<file path="src/rtl/matrix_scan_capture_pkg.sv">
// Shared definitions for the LED-matrix scan capture block: default matrix
// size, capture FSM encodings and a one-hot decoder that the display side
// can reuse.
package matrix_scan_capture_pkg;

  localparam int GS_DEF   = 8;
  localparam int ONEHOT_W = 32;  // widest row select the decoder handles

  typedef enum logic [1:0] {
    ST_WAIT0 = 2'd0,
    ST_CAPT  = 2'd1,
    ST_PUB   = 2'd2
  } state_e;

  typedef struct packed {
    logic       valid;  // exactly one bit set
    logic [4:0] idx;    // position of the set bit (meaningful when valid)
  } onehot_t;

  // Decode a one-hot vector into an index; valid is 0 for zero or multi-hot.
  function automatic onehot_t onehot_to_idx(input logic [ONEHOT_W-1:0] v);
    onehot_t r;
    r.valid = (v != '0) && ((v & (v - 32'd1)) == '0);
    r.idx   = '0;
    for (int i = 0; i < ONEHOT_W; i++) begin
      if (v[i]) r.idx = 5'(i);
    end
    return r;
  endfunction

endpackage

</file>
<file path="src/rtl/matrix_scan_capture_if.sv">
// Bus between the LED-matrix scan source and the capture block.
//
// Handshake: there is no backpressure. The scan side drives row_val_i /
// col_val_i freely every cycle; the capture side qualifies frame_o with the
// one-cycle strobe frame_valid_o (frame_o is stable between strobes) and
// flags discarded frames with the one-cycle strobe seq_err_o. state_dbg
// mirrors the capture FSM state.
interface matrix_scan_capture_if
  import matrix_scan_capture_pkg::*;
#(
  parameter int GS = GS_DEF
);
  logic [GS-1:0]    row_val_i;
  logic [GS-1:0]    col_val_i;
  logic [GS*GS-1:0] frame_o;
  logic             frame_valid_o;
  logic             seq_err_o;
  logic [7:0]       frame_cnt_o;
  state_e           state_dbg;

  modport master (
    output row_val_i, col_val_i,
    input  frame_o, frame_valid_o, seq_err_o, frame_cnt_o, state_dbg
  );

  modport slave (
    input  row_val_i, col_val_i,
    output frame_o, frame_valid_o, seq_err_o, frame_cnt_o, state_dbg
  );
endinterface

</file>
<file path="src/rtl/matrix_scan_capture_scan_sample_stab.sv">
// Input stage: registers the scan lines once and emits a single accept
// pulse per stable episode once the sample has held for HOLD_MIN cycles.
module scan_sample_stab #(
  parameter int GS       = 8,
  parameter int HOLD_MIN = 2
) (
  input  logic          clk_i,
  input  logic          reset_i,
  input  logic          en_i,
  input  logic [GS-1:0] row_val_i,
  input  logic [GS-1:0] col_val_i,
  output logic [GS-1:0] s_row,
  output logic [GS-1:0] s_col,
  output logic          accept
);

  localparam logic [3:0] HOLD_C = 4'(HOLD_MIN);
  localparam logic [3:0] ACC_C  = 4'(HOLD_MIN - 1);

  logic [3:0] stable_cnt;

  // Sample register and stability counter; counter saturates so the accept
  // value is only ever passed through once per episode.
  always_ff @(posedge clk_i or negedge reset_i) begin
    if (!reset_i) begin
      s_row      <= '0;
      s_col      <= '0;
      stable_cnt <= '0;
    end else if (en_i) begin
      s_row <= row_val_i;
      s_col <= col_val_i;
      if ({row_val_i, col_val_i} != {s_row, s_col}) begin
        stable_cnt <= '0;
      end else if (stable_cnt != HOLD_C) begin
        stable_cnt <= stable_cnt + 4'd1;
      end
    end
  end

  // Held while disabled, so a frozen acceptance fires when enable returns.
  assign accept = en_i && (stable_cnt == ACC_C);

endmodule

</file>
<file path="src/rtl/matrix_scan_capture.sv">
// Reassembles a GS x GS frame from a one-hot row scan. Rows must arrive in
// order 0..GS-1; out-of-order rows discard the frame. frame_o is reloaded
// on the edge that enters PUB so it lines up with the frame_valid_o strobe.
module matrix_scan_capture
  import matrix_scan_capture_pkg::*;
#(
  parameter int GS             = GS_DEF,
  parameter int HOLD_MIN       = 2,
  parameter bit COL_ACTIVE_LOW = 1'b0
) (
  input  logic                  clk_i,
  input  logic                  reset_i,
  input  logic                  en_i,
  matrix_scan_capture_if.slave  bus
);

  localparam logic [4:0] LAST_ROW = 5'(GS - 1);

  logic [GS-1:0]    s_row, s_col, col_eff;
  logic             accept;
  onehot_t          hit;
  logic [4:0]       idx;
  logic             blank;

  state_e           state_q, state_d;
  logic [4:0]       exp_q, exp_d;
  logic [GS-1:0]    mask_q, mask_d;
  logic [GS*GS-1:0] rowbuf_q, rowbuf_d;
  logic [GS*GS-1:0] frame_q;
  logic [7:0]       cnt_q;

  logic store, restart, inc_exp, clr_mask, err, publish;

  scan_sample_stab #(.GS(GS), .HOLD_MIN(HOLD_MIN)) u_stab (
    .clk_i     (clk_i),
    .reset_i   (reset_i),
    .en_i      (en_i),
    .row_val_i (bus.row_val_i),
    .col_val_i (bus.col_val_i),
    .s_row     (s_row),
    .s_col     (s_col),
    .accept    (accept)
  );

  assign col_eff = COL_ACTIVE_LOW ? ~s_col : s_col;
  assign hit     = onehot_to_idx(ONEHOT_W'(s_row));
  assign idx     = hit.idx;
  assign blank   = (s_row == '0);

  // FSM state register.
  always_ff @(posedge clk_i or negedge reset_i) begin
    if (!reset_i) state_q <= ST_WAIT0;
    else          state_q <= state_d;
  end

  // Next state and datapath controls from the classified accepted sample.
  always_comb begin
    state_d  = state_q;
    store    = 1'b0;
    restart  = 1'b0;
    inc_exp  = 1'b0;
    clr_mask = 1'b0;
    err      = 1'b0;
    publish  = 1'b0;
    unique case (state_q)
      ST_WAIT0: begin
        if (accept && hit.valid && idx == 5'd0) begin
          store   = 1'b1;
          restart = 1'b1;
          state_d = ST_CAPT;
        end
      end
      ST_CAPT: begin
        if (accept && !blank) begin
          if (!hit.valid) begin
            err      = 1'b1;
            clr_mask = 1'b1;
            state_d  = ST_WAIT0;
          end else if (idx == exp_q) begin
            store = 1'b1;
            if (idx == LAST_ROW) begin
              publish = 1'b1;
              state_d = ST_PUB;
            end else begin
              inc_exp = 1'b1;
            end
          end else if (idx == 5'd0) begin
            err      = 1'b1;
            clr_mask = 1'b1;
            store    = 1'b1;
            restart  = 1'b1;
          end else if (idx == exp_q - 5'd1) begin
            // re-scan of the row just captured: keep the first copy
          end else begin
            err      = 1'b1;
            clr_mask = 1'b1;
            state_d  = ST_WAIT0;
          end
        end
      end
      ST_PUB: begin
        if (en_i) begin
          clr_mask = 1'b1;
          state_d  = ST_WAIT0;
        end
      end
      default: state_d = ST_WAIT0;
    endcase
  end

  // Next values of expected row, row mask and row buffer.
  always_comb begin
    exp_d    = exp_q;
    mask_d   = clr_mask ? '0 : mask_q;
    rowbuf_d = rowbuf_q;
    if (restart)      exp_d = 5'd1;
    else if (inc_exp) exp_d = exp_q + 5'd1;
    if (store) begin
      mask_d[idx]              = 1'b1;
      rowbuf_d[idx*GS +: GS]   = col_eff;
    end
  end

  // Capture registers and the published frame / frame counter.
  always_ff @(posedge clk_i or negedge reset_i) begin
    if (!reset_i) begin
      exp_q    <= '0;
      mask_q   <= '0;
      rowbuf_q <= '0;
      frame_q  <= '0;
      cnt_q    <= '0;
    end else begin
      exp_q    <= exp_d;
      mask_q   <= mask_d;
      rowbuf_q <= rowbuf_d;
      if (publish) begin
        frame_q <= rowbuf_d;
        cnt_q   <= cnt_q + 8'd1;
      end
    end
  end

  assign bus.frame_o       = frame_q;
  assign bus.frame_cnt_o   = cnt_q;
  assign bus.frame_valid_o = en_i && (state_q == ST_PUB);
  assign bus.seq_err_o     = err;
  assign bus.state_dbg     = state_q;

endmodule

</file>
<file path="src/flat_wrapper.sv">
// flat-port wrapper written by rule: the top's interface ports become plain ports
module matrix_scan_capture_flat import matrix_scan_capture_pkg::*;
#(
  parameter int GS             = GS_DEF,
  parameter int HOLD_MIN       = 2,
  parameter bit COL_ACTIVE_LOW = 1'b0
)
  (clk_i, reset_i, en_i, bus_row_val_i, bus_col_val_i, bus_frame_o, bus_frame_valid_o, bus_seq_err_o, bus_frame_cnt_o, bus_state_dbg);
  matrix_scan_capture_if #(.GS(GS)) bus_i ();
  input  logic clk_i;
  input  logic reset_i;
  input  logic en_i;
  input wire logic [$bits(bus_i.row_val_i)-1:0] bus_row_val_i;
  input wire logic [$bits(bus_i.col_val_i)-1:0] bus_col_val_i;
  output wire logic [$bits(bus_i.frame_o)-1:0] bus_frame_o;
  output wire logic [$bits(bus_i.frame_valid_o)-1:0] bus_frame_valid_o;
  output wire logic [$bits(bus_i.seq_err_o)-1:0] bus_seq_err_o;
  output wire logic [$bits(bus_i.frame_cnt_o)-1:0] bus_frame_cnt_o;
  output wire logic [$bits(bus_i.state_dbg)-1:0] bus_state_dbg;
  assign bus_i.row_val_i = bus_row_val_i;
  assign bus_i.col_val_i = bus_col_val_i;
  assign bus_frame_o = bus_i.frame_o;
  assign bus_frame_valid_o = bus_i.frame_valid_o;
  assign bus_seq_err_o = bus_i.seq_err_o;
  assign bus_frame_cnt_o = bus_i.frame_cnt_o;
  assign bus_state_dbg = bus_i.state_dbg;
  matrix_scan_capture #(.GS(GS), .HOLD_MIN(HOLD_MIN), .COL_ACTIVE_LOW(COL_ACTIVE_LOW)) u_core (.clk_i(clk_i), .reset_i(reset_i), .en_i(en_i), .bus(bus_i));
endmodule
</file>
<file path="config.mk">
export PLATFORM = sky130hd
export DESIGN_NAME = matrix_scan_capture_flat
export DESIGN_NICKNAME = d
export VERILOG_FILES = /design/src/rtl/matrix_scan_capture_pkg.sv /design/src/rtl/matrix_scan_capture_if.sv /design/src/rtl/matrix_scan_capture_scan_sample_stab.sv /design/src/rtl/matrix_scan_capture.sv /design/src/flat_wrapper.sv
export SDC_FILE = /design/constraint.sdc
export NUM_CORES = 1
export LEC_CHECK = 0
export ABC_AREA = 1
export CAP_MARGIN = 20
export CORE_MARGIN = 10
export CORE_UTILIZATION = 45
export DETAILED_ROUTE_END_ITERATION = 16
export DONT_BUFFER_PORTS = 1
export PLACE_DENSITY = 0.58
export SYNTH_ARGS = -nofsm -noshare
export SYNTH_HDL_FRONTEND = slang
export SYNTH_HIERARCHICAL = 1
export SYNTH_SLANG_ARGS = --single-unit
</file>
<file path="constraint.sdc">
create_clock -name clk_i -period 7.4 [get_ports clk_i]
set_clock_uncertainty 0.15 [all_clocks]
set_input_delay 1.48 -clock clk_i [delete_from_list [all_inputs] [get_ports clk_i]]
set_output_delay 1.48 -clock clk_i [all_outputs]
set_load 0.005 [all_outputs]
</file>
Word-level counts from Yosys, hierarchy flattened
Cells that the tools add are included.

Flip-flop bits (word level): 163. Logic and storage cells: 95.

Add/sub/neg operators: 6. Equal/unequal tests: 14. Shift-type cells: 2. Mux-type cells: 48. Bitwise logic cells: 1. Reductions and logical operators: 16.

Operators with widths (count): 64-bit bitwise mux (1); 64-bit 2-to-1 mux (1); 8-bit by 34-bit variable shift with 64-bit output, first input constant (1); 8-bit by 34-bit variable part select with 64-bit output (1); 5-bit 2-to-1 mux (8); 8-bit negation with 34-bit output (1); 8-bit by 32-bit bitwise AND with 32-bit output (1); 32-bit zero test (1); 1-bit 2-to-1 mux (25); 2-bit 2-to-1 mux (8); 16-bit != test (1); 4-bit != test, second input constant (3); 5-bit == test (2); 8-bit by 1-bit subtractor with 9-bit output, second input constant (1); 8-bit by 1-bit adder with 8-bit output, second input constant (1); 8-bit zero test (1); 4-bit 2-to-1 mux (2); 8-bit nonzero test (1); 1-bit logical AND (6); 2-bit case mux with 3 select lines (1); 6-bit AND reduction (1); 5-bit by 1-bit adder with 5-bit output, second input constant (1); 5-bit by 3-bit == test with 1-bit output, second input constant (1); 5-bit zero test (1); 13 further kinds (16).

Longest topological paths before layout
Depth after elaboration: 15. Mapped depth: 20. Gate-level depth less buffers: 18.

By module
Netlist, hierarchy kept.

By module, submodules not included: matrix_scan_capture (times used 1, cells each 860, area each 6996.7 µm², seq. area each 3578.4 µm²); scan_sample_stab (times used 1, cells each 201, area each 1286.2 µm², seq. area each 500.5 µm²).

Least setup slack after synthesis
Ideal clock, no wire load.

Kind: input port to output port. From: input en_i. To: output bus_seq_err_o. Arrival time: 2.333 ns. Setup slack: 3.437 ns. Stages: 8. Path buffers: 1. Cells stage by stage: buf_6 -> and3_1 -> inv_1 -> nor2_1 -> nand2_1 -> inv_1 -> o211ai_1 -> inv_1.

Longest elaborated chain between the ends: 4.

RTL lines: start: declaration (line flat_wrapper.sv:12) `input logic en_i;`; 1-bit logical AND (line matrix_scan_capture_scan_sample_stab.sv:41) `assign accept = en_i && (stable_cnt == ACC_C);`; via u_core.accept (line matrix_scan_capture.sv:20) `logic accept;`; 1-bit logical AND (line matrix_scan_capture.sv:74) `if (accept && !blank) begin`; 1-bit 2-to-1 mux (line matrix_scan_capture.sv:74); 1-bit 2-to-1 mux (line matrix_scan_capture.sv:65) `unique case (state_q)`; end: declaration (line flat_wrapper.sv:17) `output wire logic [$bits(bus_i.seq_err_o)-1:0] bus_seq_err_o;`.

The timed path passes the listed nets, and every way through them passes these cells.

Final worst setup path
From: input en_i. To: output bus_seq_err_o.

Longest elaborated chain between the ends: 4.

RTL lines (line): 1-bit logical AND (matrix_scan_capture_scan_sample_stab.sv:41); 1-bit logical AND (matrix_scan_capture.sv:74); 1-bit 2-to-1 mux (matrix_scan_capture.sv:74); 1-bit 2-to-1 mux (matrix_scan_capture.sv:65).

Every way passes these cells.

==> key figures <==
Floorplan
  • Die footprint: 0.02423 mm²
  • Die width: 155.7 µm
  • Chip height: 155.7 µm
  • Core ar.: 0.01802 mm²
  • Initial Util: 45.95%
  • Top Ports: 95
  • Floorplan row count: 49

Run
  • Max-cap viol count: 0

Hold path
  • Worst Hold Launch: u_core/bus.frame_o[10]$_DFFE_PN0P_
  • Worst Hold Class: reg2reg

Setup path
  • Slowest cell on the critical path: nor2_1
  • Launch point of the worst path: en_i
  • Critical Path RT: 5.77 ns
  • Slowest stage delay, CP: 0.26 ns
  • Crit-path max FO: 39
  • Worst path cell trace: and3_1 -> inv_1 -> nor2_1 -> nand2_1 -> inv_1 -> o211ai_1 -> inv_1
  • Worst R2R Start: u_core/u_stab/s_row[7]$_DFFE_PN0P_
  • CP endpoint kind: output pin
  • CP most frequent cell: inv_1
  • CP Launch Type: input pin
  • Worst EP arrival: 2.36 ns
  • Setup CP Type: in2out

Synthesis
  • Top_reg_cell synth: dfrtp_1
  • Post-synthesis async set-or-reset flop share: 100.0%
  • Seq/Total Area, Yosys: 49.24%
  • Syn_area_per_cell: 7.807 µm²
  • Multiplexer share of the synthesized area: 0.1360%
  • Number of synthesized flops with an enable pin: 0
  • Yosys warns: 6
  • Seq cells post-synth: 163
  • Adder-Cell Fraction of Synth Area: 1.662%
  • Complex-gate fraction of the synthesized area: 1.903%
  • Main combinational cell family by area after synthesis: simple AND/OR/NAND/NOR gates
  • Yosys cell types: 35
  • Cell count after synthesis: 1061
  • XOR/XNOR Fraction of Synth Area: 1.375%
  • Simple-gate share of the synthesized area: 36.74%
  • Synthesized area: 0.008283 mm²
  • Synth Net Count: 1091

STA
  • Max-Slew Margin vs Limit: 38.28%
  • FMAX: 250.7 MHz
  • Max-slew violations: 0
  • Unrepaired setup endpoints after global routing: no
  • Final setup fails: 0
  • Setup TNS: 0 ns
  • Final Hold Vio Count: 0
  • Fin worst setup slack: 3.412 ns
  • WHS: 0.3606 ns
  • Slew @ Worst Pin: 0.9187 ns
  • Min Clock Period, post-route: 3.988 ns
  • Part of the cycle the worst path needs: 53.90%

Global route
  • Initial antenna violation count: 0
  • Gr usage total: 16.47%
  • First-pass GRT wire length: 32290 µm
  • Vias in the first global route: 5989
  • Largest net degree at the start of global routing: 164
  • Total congestion overflow: 0

Route
  • Antenna-violating nets left: 0
  • WL final: 19590 µm
  • Routed len/inst: 15.11 µm
  • Vias: 6326
  • Router iterations before antenna repair: 5
  • Post-route DRC: 0
  • Avg Vias per Cell: 4.881
  • DRT iter0 DRCs: 398

Final layout
  • Fraction of layout cells with a size suffix above 1: 6.842%
  • Synthesis-to-layout area growth: 9.245%
  • Antenna diodes: 0
  • Fin util: 50.20%
  • Final net count: 1084
  • Most common cell after layout, fill and taps aside: nand2_1
  • # fillers: 1788
  • Post-route insts no fill: 1296
  • Most frequent cells in the layout: nand2_1 (345), dfrtp_1 (163), nand3_1 (156)

Run status
  • Outcome: finished clean

CTS
  • Clk Latency, worst-skew pair: 0.43 ns
  • Clk buf depth: 2
  • CTS Sinks: 163
  • Clk slew on worst S/H paths: 0.06 ns
  • # Post-CTS Setup Buffers: 0
  • CTS Hold Bufs: 0
  • CTS tree: built
  • Htree depth: 4
  • Num CTS Buffers: 17
  • Root buffer cell: clkbuf_16
  • Post-CTS sizing: 0

Place
  • Post-DP HPWL: 13330 µm
  • # placed instances: 1264
  • RD Place Congestion: 0.8562
  • Port Buffers: 0
  • DP Worst Slack: 3.411 ns

Power
  • Static Leak: 4.764 nW
  • Maximum vdd drop: 0.1593 mV
  • Pwr Density: 222.5 mW/mm²
-- power breakdown --
group	internal [mW]	switching [mW]	leakage [nW]	total [mW]
Combinational	0.0429	0.112	2.57	0.154
Clock	0.542	0.392	0.299	0.933
Sequential	0.901	0.0248	1.90	0.926
Total	1.49	0.528	4.76	2.01
-- final cells by class --
cell class	count	area, µm²	area share [%]
Sequential cell	163	4079	45.08
Multi-Input combinational cell	714	3463	38.27
Inverter	156	585.6	6.471
Clock buffer	17	425.4	4.701
Tap cell	229	286.5	3.166
Clock inverter	15	193.9	2.143
Timing Repair Buffer	2	15.01	0.1659
-- worst paths after layout --
path	to	slack, ns	cells after the start
worst min-delay path	u_core/bus.frame_o[10]$_DFFE_PN0P_	0.36	2
worst max-delay path	bus_seq_err_o	3.41	7
min in group asynchronous	u_core/bus.frame_o[25]$_DFFE_PN0P_	0.60	0
max in group asynchronous	u_core/rowbuf_q[39]$_DFF_PN0_	6.08	0
worst min register to register	u_core/bus.frame_o[10]$_DFFE_PN0P_	0.36	2
worst max register to register	u_core/bus.frame_o[0]$_DFFE_PN0P_	3.82	13
-- layer usage --
metal,global-route usage [%],part of all wire (%),up-vias
met2,24.32,44,114
li1,-,-,3268
met4,5.036,1.5,0
met1,23.13,48,2926
met3,4.301,6.0,18
met5,0,0,-
-- logic make-up (layout without fill, tap and decap cells) --
family | count (synthesis) | in the layout
AND/OR/NAND/NOR | 659 | 659
buffers and inverters | 184 | 190
flip-flops | 163 | 163
AO/OA/AOI/OAI | 30 | 30
XOR/XNOR | 13 | 13
adder cells (fa/ha/maj) | 11 | 11
multiplexers | 1 | 1
-- synthesized netlist by cell type, types with 8 or more instances --
library cell	count	area share [%]
nand2_1	345	16
dfrtp_1	163	49
nand3_1	156	9.4
inv_1	146	6.6
and2_1	64	4.8
nor2_1	40	1.8
o21ai_0	20	1.2
ha_1	11	1.7
buf_2	10	0.60
clkbuf_1	10	0.45
nand4_1	10	0.76
xor2_1	10	1.1
nor2_2	8	0.60
-- sequential cells by signal, summed over array words and instances, names as in the netlist --
signal / cells
u_core/bus.frame_cnt_o: 8
u_core/rowbuf_q: 64
u_core/u_stab/s_col: 8
u_core/exp_q: 5
u_core/u_stab/stable_cnt: 4
u_core/bus.frame_o: 64
u_core/u_stab/s_row: 8
u_core/bus.state_dbg: 2
-- worst max-delay path, delay by kind of cell --
| kind | cells | cell delay (ns) |
|---|---|---|
| buf+inv | 3 | 0.22 |
| compound gates | 1 | 0.08 |
| simple gates | 3 | 0.57 |
-- through the flow --
| stage | power [mW] | instance area, µm² |
|---|---|---|
| after global routing | 2.096 | 9049 |
| after global placement | 1.095 | 8429 |
| after detailed placement | 1.097 | 8429 |
| final | 2.014 | 9049 |
| after CTS | 2.039 | 9049 |
| after floorplan | 1.057 | 8283 |
(Power assumes the default switching activity.)
